$ cat src/rtl/prod_accumulator_pkg.sv
// -----------------------------------------------------------------------------
// prod_accumulator_pkg
//   Shared definitions for the product accumulator stage that sits directly
//   downstream of the 4x4 array multiplier.
//
//   Contents:
//     acc_state_t : stage state (ACCUM = gathering products, HOLD = result
//                   waiting for the consumer)
//     MAX_PROD    : largest product the 4x4 multiplier can emit, used by
//                   assertions and stimulus generators
//     grp_len_ok  : helper that tells whether a count field of a given width
//                   can hold the group length
// -----------------------------------------------------------------------------
package prod_accumulator_pkg;

  typedef enum logic [0:0] {
    ACCUM = 1'b0,
    HOLD  = 1'b1
  } acc_state_t;

  // (2^4 - 1)^2: product of the two largest 4-bit operands.
  localparam int MAX_PROD = (2**4 - 1) * (2**4 - 1);

  // True when a CNT_W-bit field can represent the value len.
  function automatic bit grp_len_ok(input int cnt_w, input int len);
    return (len >= 1) && (len < (1 << cnt_w));
  endfunction

endpackage : prod_accumulator_pkg

$ cat src/rtl/prod_accumulator.sv
// -----------------------------------------------------------------------------
// prod_accumulator
//   Sums groups of up to LEN unsigned products arriving on a valid/ready
//   stream and presents each completed group sum on a registered valid/ready
//   output. A group closes on the LEN-th accepted product or on an accepted
//   product flagged with in_last. A new group may start in the same cycle the
//   previous result is taken, so the stage sustains one product per cycle.
//
//   Ports:
//     clk        in   1       rising-edge clock
//     rst_n      in   1       asynchronous active-low reset
//     flush      in   1       discard partial group (ignored while a result
//                             is pending)
//     in_valid   in   1       product valid
//     in_ready   out  1       stage can accept a product this cycle
//     in_prod    in   PROD_W  unsigned product
//     in_last    in   1       product closes the current group early
//     out_valid  out  1       group result valid (registered)
//     out_ready  in   1       consumer takes the result
//     out_sum    out  ACC_W   group sum, modulo 2^ACC_W
//     out_count  out  CNT_W   number of products in the group (1..LEN)
//     out_ovf    out  1       some addition in the group carried out of ACC_W
// -----------------------------------------------------------------------------
module prod_accumulator
  import prod_accumulator_pkg::*;
#(
  parameter int PROD_W = 8,
  parameter int LEN    = 4,
  parameter int ACC_W  = 10,
  parameter int CNT_W  = 3
) (
  input  logic              clk,
  input  logic              rst_n,
  input  logic              flush,
  input  logic              in_valid,
  output logic              in_ready,
  input  logic [PROD_W-1:0] in_prod,
  input  logic              in_last,
  output logic              out_valid,
  input  logic              out_ready,
  output logic [ACC_W-1:0]  out_sum,
  output logic [CNT_W-1:0]  out_count,
  output logic              out_ovf
);

  // ---------------------------------------------------------------------------
  // State
  // ---------------------------------------------------------------------------
  acc_state_t       state_reg,     state_next;
  logic [ACC_W-1:0] acc_reg,       acc_next;
  logic [CNT_W-1:0] cnt_reg,       cnt_next;
  logic             ovf_reg,       ovf_next;
  logic             out_valid_reg, out_valid_next;
  logic [ACC_W-1:0] out_sum_reg,   out_sum_next;
  logic [CNT_W-1:0] out_count_reg, out_count_next;
  logic             out_ovf_reg,   out_ovf_next;

  // ---------------------------------------------------------------------------
  // Handshakes
  // ---------------------------------------------------------------------------
  logic accept;
  logic take;

  // While a result is pending the only way to free the stage is the consumer
  // taking it, so readiness depends combinationally on out_ready alone.
  assign in_ready = (state_reg == ACCUM) | out_ready;
  assign accept   = in_valid & in_ready;
  assign take     = out_valid_reg & out_ready;

  // ---------------------------------------------------------------------------
  // Group datapath
  //   In HOLD the partial-group registers are already clear, but the base is
  //   forced to zero anyway so an accept in HOLD always starts a fresh group
  //   regardless of what the registers hold.
  // ---------------------------------------------------------------------------
  logic [ACC_W-1:0] base_acc;
  logic [CNT_W-1:0] base_cnt;
  logic             base_ovf;
  logic [ACC_W:0]   prod_ext;
  logic [ACC_W:0]   sum_ext;
  logic [ACC_W-1:0] grp_sum;
  logic [CNT_W-1:0] grp_cnt;
  logic             grp_ovf;
  logic             grp_close;

  assign base_acc  = (state_reg == ACCUM) ? acc_reg : '0;
  assign base_cnt  = (state_reg == ACCUM) ? cnt_reg : '0;
  assign base_ovf  = (state_reg == ACCUM) ? ovf_reg : 1'b0;

  // One extra bit captures the carry out of the ACC_W-bit accumulator.
  assign prod_ext  = (ACC_W+1)'(in_prod);
  assign sum_ext   = {1'b0, base_acc} + prod_ext;
  assign grp_sum   = sum_ext[ACC_W-1:0];
  assign grp_ovf   = base_ovf | sum_ext[ACC_W];
  assign grp_cnt   = base_cnt + CNT_W'(1);
  assign grp_close = (grp_cnt == CNT_W'(LEN)) | in_last;

  // ---------------------------------------------------------------------------
  // Next-state / output logic
  // ---------------------------------------------------------------------------
  always_comb begin
    state_next     = state_reg;
    acc_next       = acc_reg;
    cnt_next       = cnt_reg;
    ovf_next       = ovf_reg;
    out_valid_next = out_valid_reg;
    out_sum_next   = out_sum_reg;
    out_count_next = out_count_reg;
    out_ovf_next   = out_ovf_reg;

    unique case (state_reg)
      ACCUM: begin
        if (flush) begin
          // Partial group dropped; a same-cycle product is dropped with it.
          acc_next = '0;
          cnt_next = '0;
          ovf_next = 1'b0;
        end else if (accept) begin
          if (grp_close) begin
            out_sum_next   = grp_sum;
            out_count_next = grp_cnt;
            out_ovf_next   = grp_ovf;
            out_valid_next = 1'b1;
            state_next     = HOLD;
            acc_next       = '0;
            cnt_next       = '0;
            ovf_next       = 1'b0;
          end else begin
            acc_next = grp_sum;
            cnt_next = grp_cnt;
            ovf_next = grp_ovf;
          end
        end
      end

      HOLD: begin
        // flush is deliberately ignored here so a pending result survives.
        // accept implies take in this state since in_ready == out_ready.
        if (take) begin
          if (accept && grp_close) begin
            // Single-product group: the output slot refills back-to-back.
            out_sum_next   = grp_sum;
            out_count_next = grp_cnt;
            out_ovf_next   = grp_ovf;
            out_valid_next = 1'b1;
            state_next     = HOLD;
            acc_next       = '0;
            cnt_next       = '0;
            ovf_next       = 1'b0;
          end else if (accept) begin
            acc_next       = grp_sum;
            cnt_next       = grp_cnt;
            ovf_next       = grp_ovf;
            out_valid_next = 1'b0;
            state_next     = ACCUM;
          end else begin
            out_valid_next = 1'b0;
            state_next     = ACCUM;
          end
        end
      end

      default: begin
        state_next     = ACCUM;
        acc_next       = '0;
        cnt_next       = '0;
        ovf_next       = 1'b0;
        out_valid_next = 1'b0;
      end
    endcase
  end

  // ---------------------------------------------------------------------------
  // Registers
  // ---------------------------------------------------------------------------
  always_ff @(posedge clk or negedge rst_n) begin
    if (!rst_n) begin
      state_reg     <= ACCUM;
      acc_reg       <= '0;
      cnt_reg       <= '0;
      ovf_reg       <= 1'b0;
      out_valid_reg <= 1'b0;
      out_sum_reg   <= '0;
      out_count_reg <= '0;
      out_ovf_reg   <= 1'b0;
    end else begin
      state_reg     <= state_next;
      acc_reg       <= acc_next;
      cnt_reg       <= cnt_next;
      ovf_reg       <= ovf_next;
      out_valid_reg <= out_valid_next;
      out_sum_reg   <= out_sum_next;
      out_count_reg <= out_count_next;
      out_ovf_reg   <= out_ovf_next;
    end
  end

  assign out_valid = out_valid_reg;
  assign out_sum   = out_sum_reg;
  assign out_count = out_count_reg;
  assign out_ovf   = out_ovf_reg;

  // ---------------------------------------------------------------------------
  // Assertions
  // ---------------------------------------------------------------------------
  a_count_range : assert property (
    @(posedge clk) disable iff (!rst_n)
      out_valid_reg |-> (out_count_reg >= CNT_W'(1)) && (out_count_reg <= CNT_W'(LEN))
  );

  a_out_stable : assert property (
    @(posedge clk) disable iff (!rst_n)
      (out_valid_reg && !out_ready) |=>
        (out_valid_reg && $stable(out_sum_reg) && $stable(out_count_reg) && $stable(out_ovf_reg))
  );

  a_hold_has_result : assert property (
    @(posedge clk) disable iff (!rst_n)
      (state_reg == HOLD) == out_valid_reg
  );

  a_len_fits : assert property (
    @(posedge clk) disable iff (!rst_n) grp_len_ok(CNT_W, LEN)
  );

endmodule : prod_accumulator
$ cat config.mk
export PLATFORM = sky130hd
export DESIGN_NAME = prod_accumulator
export DESIGN_NICKNAME = d
export VERILOG_FILES = /design/src/rtl/prod_accumulator_pkg.sv /design/src/rtl/prod_accumulator.sv
export SDC_FILE = /design/constraint.sdc
export NUM_CORES = 1
export LEC_CHECK = 0
export CAP_MARGIN = 20
export CORE_MARGIN = 2
export CORE_UTILIZATION = 25
export DETAILED_ROUTE_END_ITERATION = 8
export MAX_ROUTING_LAYER = met4
export PLACE_DENSITY_LB_ADDON = 0.05
export SYNTH_ARGS = -nofsm -noshare
export SYNTH_HDL_FRONTEND = slang
export SYNTH_SLANG_ARGS = --single-unit
$ cat constraint.sdc
create_clock -name clk -period 3.35 [get_ports clk]
set_input_delay 0.335 -clock clk [delete_from_list [all_inputs] [get_ports clk]]
set_output_delay 0.335 -clock clk [all_outputs]
set_load 0.03 [all_outputs]
Yosys cells after proc, flatten, opt, wreduce, memory -nomap -nowiden --
Cells that the tools add are included.
Storage, ports and cells: register bits 30, latch bits 0, RAM bits 0, memory bits (read-only) 0, bits of input ports 14, output and inout bits 16, logic and storage cells 81, memories 0
Operators by class: add/subtract/negate cells 2, multiply operators 0, divide/modulo/power cells 0, magnitude comparators 0, equality and inequality tests 8, shifts and indexed selects 0, muxes and demuxes 53, bitwise logic cells 6, reduce and logical (&&, ||, !) cells 4
Operators by type and width (number):
- two-way mux 10 bit | 12
- one-hot mux 10 bit (2 select lines) | 2
- two-way mux 3 bit | 12
- two-way mux 1 bit | 21
- one-hot mux 3 bit (2 select lines) | 2
- adder 10 x 8 -> 11 bit | 1
- one-hot mux 1 bit (2 select lines) | 4
- != test 2 bit, second input constant | 3
- AND reduction 5 bit | 1
- != test 2 x 1 -> 1 bit, second input constant | 2
- AND reduction 4 bit | 1
- adder 3 x 1 -> 3 bit, second input constant | 1
- == test 3 bit, second input constant | 1
- != test 3 x 1 -> 1 bit, second input constant | 1
- != test 3 bit, second input constant | 1
- OR 1 bit | 3
- AND reduction 3 bit | 1
- bitwise AND 1 bit | 2
- logical AND 1 bit | 1
- NOT 1 bit | 1

Depth between registers and ports, before layout --
Gate-level depths: netlist of the first run.
word-level depth 8, gate-level depth with buffers 11, gate-level depth less buffers 9

Worst setup path after synthesis of the first run --
OpenSTA, ideal clock, no wires.
kind flip-flop to flip-flop, start reg state_reg, end reg out_sum_reg[6], in the netlist out_sum[6], setup time 125 ps, data arrival time 2229 ps, required time 3225 ps, setup slack 996 ps, stages on the path, launching flop included 11, path buffers 4, clock period less this slack 2354 ps, cell sequence dfrtp_1 -> buf_4 -> clkbuf_1 -> nor2b_1 -> ha_1 -> buf_2 -> nand4bb_1 -> o211a_2 -> nor2_2 -> buf_4 -> mux2_4
On the way: longest elaborated chain between the ends 7, elaborated cells on any way between the ends 22, classes of those cells 2 x add/sub; 6 x eq/ne; 8 x mux; 4 x bitwise; 2 x reduce/logical
Ends and longest elaborated chain:
- start: declaration | line prod_accumulator.sv:49 | acc_state_t state_reg, state_next;
- start signal: assignment | line prod_accumulator.sv:187 | state_reg <= state_next;
- branches (longest 7 deep; another with adder 10 x 8 -> 11 bit)
- end signal: assignment | line prod_accumulator.sv:192 | out_sum_reg <= out_sum_next;
- end: declaration | line prod_accumulator.sv:54 | logic [ACC_W-1:0] out_sum_reg, out_sum_next;
Several ways; the timed one is not identified. The select of a mux whose other input is x is not followed. A chain may end at the register's enable or synchronous reset.

Worst setup path after layout of the first run --
start reg state_reg, end reg acc_reg[8]
On the way: longest elaborated chain between the ends 8, elaborated cells on any way between the ends 21, classes of those cells 2 x add/sub; 4 x eq/ne; 9 x mux; 4 x bitwise; 2 x reduce/logical
Ends and longest elaborated chain:
- two-way mux 3 bit | line prod_accumulator.sv:87 | assign base_cnt = (state_reg == ACCUM) ? cnt_reg : '0;
- adder 3 x 1 -> 3 bit | line prod_accumulator.sv:95 | assign grp_cnt = base_cnt + CNT_W'(1);
- == test 3 bit | line prod_accumulator.sv:96 | assign grp_close = (grp_cnt == CNT_W'(LEN)) | in_last;
- OR 1 bit | line prod_accumulator.sv:96
- two-way mux 10 bit / logical AND 1 bit (equally long branches) | line prod_accumulator.sv:119, prod_accumulator.sv:140
- two-way mux 10 bit, on equally long branches | line prod_accumulator.sv:118, prod_accumulator.sv:140
- two-way mux 10 bit, on equally long branches | line prod_accumulator.sv:113, prod_accumulator.sv:139
- one-hot mux 10 bit (2 select lines) | line prod_accumulator.sv:111 | unique case (state_reg)
- end signal: assignment | line prod_accumulator.sv:188 | acc_reg <= acc_next;
- end: declaration | line prod_accumulator.sv:50 | logic [ACC_W-1:0] acc_reg, acc_next;
Parallel ways exist; a longest one is shown, timed or not. The select of a mux whose other input is x is not followed.

==> results of run 1 <==
-- layout make-up --
class                           instances  area (um^2)
Fill cell                             775         4890
Multi-Input combinational cell        155         1050
Sequential cell                        30          751
Timing Repair Buffer                   33          320
Tap cell                               99          124
Clock buffer                            5         68.8
Inverter                                9         33.8
Clock inverter                          2         10.0
-- routing by layer --
| metal | up-vias | track usage (%) | wire (um) |
|---|---|---|---|
| met4 | 0 | 4.23 | 84 |
| met1 | 756 | 17.7 | 2460 |
| met5 | - | - | 0 |
| met2 | 20 | 20.3 | 2340 |
| li1 | 783 | - | - |
| met3 | 7 | 3.51 | 162 |
-- path summary, 6_finish.rpt --
| kind | to | depth (start not counted) |
|---|---|---|
| max | acc_reg[8] | 9 |
| max reg2reg | acc_reg[8] | 9 |
| max in group asynchronous | out_sum[4] | 2 |
| min in group clk | out_sum[2] | 2 |
| min | out_sum[0] | 2 |
| min reg2reg | out_sum[2] | 2 |
-- cell usage after synthesis (2+ instances only) --
library cell	instances
nor2_1	13
a21o_1	2
a31oi_1	2
and4_1	2
nand3_1	5
dfrtp_1	30
o21ai_0	7
xnor2_1	6
ha_1	10
nor2b_2	3
a21oi_1	14
nand2b_1	6
inv_1	8
o21a_1	4
o211ai_1	4
nor3_1	3
o21ai_1	5
mux2_2	2
nand2_1	25
a22o_1	8
buf_4	2
buf_2	3
nor2b_1	10
-- where the power goes --
group	total [mW]	internal (mW)	switching, mW
registers	0.557	0.484	0.0735
logic	0.839	0.366	0.474
clock network	0.282	0.139	0.143
total	1.68	0.989	0.690
-- kinds of logic (layout without fill, tap and decap cells) --
| group | after synthesis | in the layout | share of synthesized area (%) |
|---|---|---|---|
| flops | 30 | 30 | 40.1 |
| simple gates | 74 | 74 | 20.4 |
| xor+xnor | 7 | 7 | 3.27 |
| compound gates | 59 | 59 | 22.4 |
| mux | 4 | 4 | 2.54 |
| fa+ha+maj | 11 | 11 | 7.75 |
| buf+inv | 15 | 49 | 3.61 |
-- metrics by stage --
step           util [%]  power, mW  hold WS [ns]
4_1_cts            32.6       1.71         0.465
2_1_floorplan         -       1.11        0.0394
6_report           32.6       1.68         0.441
3_3_place_gp       31.5       1.41         0.463
3_5_place_dp       31.5       1.41         0.465
5_1_grt            32.6       1.81         0.503
-- critical path, cell delays in order (launching register included) --
cell and delay, ns:
dfrtp_1 0.59, nor2b_1 0.20, ha_1 0.19, inv_1 0.06, fa_1 0.40, nand2b_1 0.18
a21oi_1 0.18, o211ai_1 0.22, a31o_2 0.25, a22o_1 0.17
-- placed cells by master (no fill, tap or decap), drive strengths merged, types with 6 or more instances in the layout --
master          n
nand2b          6
nor2           14
ha             10
clkdlybuf4s50  29
xnor2           6
a22o            8
nand2          25
a21oi          15
o21ai          12
nor2b          13
inv             9
dfrtp          30
==> results_dict.tcl, run 1 <==
set metrics [dict create \
    cts_tree "yes" \
    netlist.area_leader.share_pct 40.1 \
    clock_sinks 30 \
    setup_slack_ns 0.792 \
    path_max_fanout 15 \
    finalSetupTns_ns 0 \
    grt_max_degree 31 \
    h-tree-depth 2 \
    fin_area_mm2 0.00236 \
    cts_setup_buffers 0 \
    totalWireLength_mm 5.05 \
    synth.area.top_cells "dfrtp_1 (40%), ha_1 (6.7%), nand2_1 (5.0%)" \
    cts_buffers 5 \
    hold_buffers 0 \
    tightest_slew_ns 0.794 \
    postCtsResizedCells 0 \
    grt_usage_pct 13.5 \
    crit_path_start_kind "register" \
    grt_pass1_wl_mm 8.38 \
    area_growth_pct 26.1 \
    rows 31 \
    fin_cells 333 \
    r2r_setup_slack_ns 0.79 \
    post_drt_wl_per_cell_um 15.2 \
    finalCritPeriodShare_pct 76.4 \
    pre_cts_ws_ns 0.747 \
    core_mm2 0.00725 \
    gp_congestion 0.764 \
    cp.arrival_ns 2.73 \
    min_period_ns 2.56 \
    report.final.slew_viol_count 0 \
    die_h_um 90.6 \
    async_reset_ff_share_pct 100 \
    placed_cells_incl_taps 326 \
    p_leak_nw 1.03 \
    antenna_found_initial 0 \
    nNetsFinal 259 \
    clk_pin_slew_ns 0.07 \
    crit_start "state_reg" \
    initial_core_util_pct 25.8 \
    num_antenna_cells 0 \
    yosysWarnings 0 \
    die_width_um 90.6 \
    synth.ff_latch_count 30 \
    p_per_area_mw_per_mm2 711 \
    dieArea_mm2 0.00820 \
    crit_path_end_kind "register" \
    skew_ns 0.00623 \
    post_dp_cell_area_mm2 0.00228 \
    layout-drive-gt1-share_pct 10.7 \
    synth_ff_type "dfrtp_1" \
    synth_cells 200 \
    grt_pass1_vias 1587 \
    required_ns 3.52 \
    synth_edf_count 0 \
    peakVddDrop_v 0.000275 \
    setup_viol 0 \
    fmax_ghz 0.391 \
    maxSlewHeadroom_pct 46.5 \
    clockRootBuffer "clkbuf_8" \
    dp_hpwl_mm 3.56 \
    critPathKind "reg2reg" \
    drt-pass1-iter-count 4 \
    rsz0062_at_grt "false" \
    syn-cell-area_mm2 0.00187 \
    drc 0 \
    drt-initial-drc-count 54 \
    synth.avg_cell_area_um2 9.37 \
    hp-class "in2async" \
    cts.path.max_buffers 2 \
    cap_viol_max_count 0 \
    synth_cell_types 49 \
    r2r_start "state_reg" \
    yosysSeqAreaShare_pct 40.1 \
    overflow 0 \
    io_buffers 29 \
    boundaryPins 30 \
    hold_viol_final 0 \
    ant_nets 0 \
    synth_nets 225 \
    clk_latency_ns 0.28 \
    status "finished clean" \
    yosysTopAreaCell "dfrtp_1" \
    via_per_inst 4.70 \
    vias 1566 \
]
Note: power is estimated with default switching activity, not from simulation.
==> inputs of run 2 (changes only) <==
- clock period: 3.35 -> 2.5 ns (I/O delays scaled with it)
==> results_dict.tcl, run 2 (synthesis results as in run 1) <==
set metrics [dict create \
    dieArea_mm2 0.00820 \
    vias 1579 \
    multiInputGateArea_mm2 0.00105 \
    setup_slack_ns 0.181 \
    post_dp_cell_area_mm2 0.00233 \
    clk_pin_slew_ns 0.07 \
    crit_path_start_kind "register" \
    via_per_inst 4.64 \
    cts_tree "yes" \
    h-tree-depth 2 \
    clk_latency_ns 0.29 \
    maxSlewHeadroom_pct 72.1 \
    clock_sinks 30 \
    rows 31 \
    r2r_setup_slack_ns 0.18 \
    finalCritPeriodShare_pct 92.8 \
    rsz0062_at_grt "false" \
    r2r_start "state_reg" \
    cts_buffers 5 \
    ant_nets 0 \
    min_period_ns 2.32 \
    hold_viol_final 0 \
    num_antenna_cells 0 \
    peakVddDrop_v 0.000428 \
    layout_commonest_cell "dfrtp_1" \
    nNetsFinal 265 \
    drt-pass1-iter-count 4 \
    area_growth_pct 29.2 \
    overflow 0 \
    gp_congestion 0.732 \
    fmax_ghz 0.431 \
    hold_buffers 0 \
    initial_core_util_pct 25.8 \
    report.final.slew_viol_count 0 \
    fillers 792 \
    die_h_um 90.6 \
    p_per_area_mw_per_mm2 955 \
    regToRegEndpoint "acc_reg[8]" \
    boundaryPins 30 \
    path_max_fanout 5 \
    tightest_slew_ns 0.419 \
    cap_viol_max_count 0 \
    required_ns 2.68 \
    cts.path.max_buffers 2 \
    pre_cts_ws_ns -0.00412 \
    skew_ns 0.00398 \
    crit_end "acc_reg[8]" \
    post_drt_wl_per_cell_um 14.8 \
    fin_area_mm2 0.00242 \
    placed_cells_incl_taps 332 \
    grt_max_degree 31 \
    grt_usage_pct 13.5 \
    crit_start "state_reg" \
    grt_pass1_vias 1574 \
    io_buffers 29 \
    core_mm2 0.00725 \
    drt-initial-drc-count 88 \
    cts_setup_buffers 0 \
    clockRootBuffer "clkbuf_8" \
    drc 0 \
    p_leak_nw 1.07 \
    dp_hpwl_mm 3.64 \
    final_util_pct 33.4 \
    mostFrequentLayoutCells "dfrtp_1 (30), clkdlybuf4s50_1 (29), nand2_1 (25), a21oi_1 (14), nor2_1 (13)" \
    postCtsResizedCells 0 \
    cp.arrival_ns 2.50 \
    die_width_um 90.6 \
    setup_viol 0 \
    status "finished clean" \
    worstRegToRegCells 8 \
    finalSetupTns_ns 0 \
    grt_pass1_wl_mm 8.42 \
    fin_cells 340 \
    hp-class "in2async" \
    seq_area_um2 751 \
    antenna_found_initial 0 \
    layout-drive-gt1-share_pct 12.9 \
    critPathKind "reg2reg" \
    totalWireLength_mm 5.04 \
    crit_path_end_kind "register" \
]
## run 2: cell count changes in the layout (fill, tap and decap cells not counted), sizes merged
cell / previous run / this run
buf: 4 / 10
clkbuf: 5 / 7
clkinv: 2 / 1
## run 2: worst min path at each step
| stage | slack, ns | endpoint | depth (start not counted) | from |
|---|---|---|---|---|
| floorplan | -0.05 | acc_reg[0] | 0 | rst_n |
| global placement | 0.46 | out_sum[2] | 2 | out_sum[2] |
| detailed placement | 0.47 | out_sum[2] | 2 | out_sum[2] |
| CTS | 0.39 | out_count[1] | 2 | rst_n |
| global route | 0.42 | out_sum[0] | 2 | rst_n |
| finish | 0.36 | out_sum[0] | 2 | rst_n |
## run 2: stage by stage
stage	hold slack [ns]	total power, mW
detailed placement	0.466	1.90
global route	0.418	2.47
CTS	0.393	2.34
floorplan	-0.0456	1.49
global placement	0.462	1.91
finish	0.361	2.31
## run 2: where the power goes
part	switching, mW	total (mW)	internal (mW)	leakage (nW)
sequential	0.0892	0.737	0.648	0.382
clock	0.206	0.429	0.222	0.0482
combinational	0.639	1.15	0.506	0.639
total	0.935	2.31	1.38	1.07
## run 2: critical path, cell delays in order (launching register included)
cell and delay (ns):
dfrtp_1 0.42, buf_4 0.17, nand2b_1 0.17, fa_1 0.43, nand2b_1 0.18, a21oi_1 0.21, o211ai_1 0.21, a31o_2 0.26
a22o_1 0.17
## run 2: area by class of cell
cell class / instances / share of cell area, %
well taps: 99 / 5.12
clock inverters: 1 / 0.207
flip-flops and latches: 30 / 31.0
repair buffers: 39 / 15.1
clock buffers: 7 / 3.57
inverters: 9 / 1.40
multi-input cells: 155 / 43.6
## run 2: per-layer routing
layer  GRT usage (%)  vias to the layer above  wire length (um)  part of all wire (%)
li1                -                      792                 -                     -
met1            17.9                      762              2480                    49
met2            20.7                       22              2390                    47
met3            3.67                        3               149                   3.0
met4            2.69                        0                18                  0.36
met5               -                        -                 0                     0
==> inputs of run 3 (changes only) <==
- REMOVE_ABC_BUFFERS: default -> 1
- clock period: 2.5 -> 2.4 ns (I/O delays scaled with it)
==> results_dict.tcl, run 3 (synthesis results as in run 1) <==
set metrics [dict create \
    p_per_area_mw_per_mm2 1010 \
    maxSlewHeadroom_pct 66.2 \
    mostFrequentLayoutCells "dfrtp_1 (29), clkdlybuf4s50_1 (29), nand2_1 (25), buf_4 (16)" \
    pre_cts_ws_ns -0.0547 \
    multiInputGateArea_mm2 0.00107 \
    boundaryPins 30 \
    placed_cells_incl_taps 336 \
    crit_path_start_kind "register" \
    fillers 790 \
    path_max_fanout 4 \
    regToRegEndpoint "out_sum[8]" \
    via_per_inst 4.58 \
    tightest_slew_ns 0.507 \
    drt-pass1-iter-count 4 \
    crit_cells 10 \
    p_leak_nw 1.11 \
    totalWireLength_mm 5.09 \
    finalCritPeriodShare_pct 95.3 \
    area_growth_pct 33.6 \
    cts.path.max_buffers 2 \
    cp.arrival_ns 2.52 \
    post_drt_wl_per_cell_um 14.7 \
    crit_buf_inv 2 \
    skew_ns 0.00837 \
    layout-drive-gt1-share_pct 17.8 \
    required_ns 2.63 \
    report.final.slew_viol_count 0 \
    status "finished clean" \
    crit_path_end_kind "register" \
    fmax_ghz 0.437 \
    clk_pin_slew_ns 0.07 \
    finalSetupTns_ns 0 \
    critPathKind "reg2reg" \
    crit_chain "nor2b_1, ha_2, inv_1, fa_1, nand2b_4, a21oi_2, o211ai_1, buf_4, a211o_1, nand3_1" \
    peakVddDrop_v 0.000373 \
    overflow 0 \
    io_buffers 29 \
    cts_tree "yes" \
    cts_buffers 5 \
    crit_end "out_sum[8]" \
    worstRegToRegCells 10 \
    fin_area_mm2 0.00250 \
    grt_pass1_vias 1625 \
    fin_cells 346 \
    nNetsFinal 271 \
    clk_latency_ns 0.29 \
    grt_max_degree 31 \
    cap_viol_max_count 0 \
    seq_area_um2 752 \
    die_h_um 90.6 \
    rows 31 \
    path_delay_family "adder cells" \
    critPathMaxStageDelay_ns 0.44 \
    r2r_setup_slack_ns 0.11 \
    hold_buffers 0 \
    dp_hpwl_mm 3.66 \
    grt_usage_pct 13.7 \
    num_antenna_cells 0 \
    dieArea_mm2 0.00820 \
    crit_start "state_reg" \
    setup_viol 0 \
    clockRootBuffer "clkbuf_8" \
    core_mm2 0.00725 \
    crit_path_top_delay_cell "dfrtp_2" \
    drc 0 \
    post_dp_cell_area_mm2 0.00236 \
    drt-initial-drc-count 61 \
    initial_core_util_pct 25.8 \
    antenna_found_initial 0 \
    grt_pass1_wl_mm 8.55 \
    r2r_start "state_reg" \
    hp-class "in2async" \
    vias 1585 \
    ant_nets 0 \
    hold_viol_final 0 \
    h-tree-depth 2 \
    min_period_ns 2.29 \
    clock_sinks 30 \
    die_width_um 90.6 \
    setup_slack_ns 0.113 \
    gp_congestion 0.781 \
]
run 3: changes by cell type in the layout (fill, tap and decap cells not counted), sizes merged:
cell,change
clkinv,+1
buf,+6
clkbuf,-2
bufinv,+1
run 3: final cells by class:
type / count / area share [%]
Multi-Input combinational cell: 155 / 42.9
Inverter: 9 / 1.35
Clock inverter: 3 / 1.60
Tap cell: 99 / 4.95
Timing Repair Buffer: 45 / 16.4
Clock buffer: 5 / 2.75
Sequential cell: 30 / 30.0
run 3: worst min path at each step:
stage                from            to  slack (ns)  cells after the start
2_1_floorplan       rst_n    acc_reg[0]       -0.06                      0
3_3_place_gp   out_sum[2]    out_sum[2]        0.46                      2
3_5_place_dp   out_sum[3]    out_sum[3]        0.46                      2
4_1_cts             rst_n    out_sum[0]        0.37                      2
5_1_grt             rst_n  out_count[1]        0.40                      2
6_report            rst_n    out_sum[1]        0.36                      2
run 3: power breakdown:
part | switching (mW) | total (mW) | internal (mW)
sequential | 0.0934 | 0.769 | 0.675
combinational | 0.680 | 1.24 | 0.559
clock | 0.212 | 0.517 | 0.306
total | 0.985 | 2.53 | 1.54
run 3: metal layers:
layer | track usage [%] | routed length (um) | up-vias
met5 | - | 0 | -
met3 | 3.34 | 179 | 5
li1 | - | - | 803
met4 | 3.85 | 65 | 0
met1 | 19.0 | 2600 | 754
met2 | 19.8 | 2250 | 23
run 3: timing repair:
action / in CTS / in global routing
gates resized for setup: 0 / 6
setup buffers: 0 / 2
setup endpoints to repair: 0 / 12
run 3: stage by stage:
stage               power [mW]  hold WS [ns]  util (%)
floorplan                 1.54       -0.0556         -
global placement          2.01         0.459      32.5
detailed placement        2.01         0.462      32.5
CTS                       2.55         0.372      34.0
global route              2.71         0.402      34.5
finish                    2.53         0.362      34.5
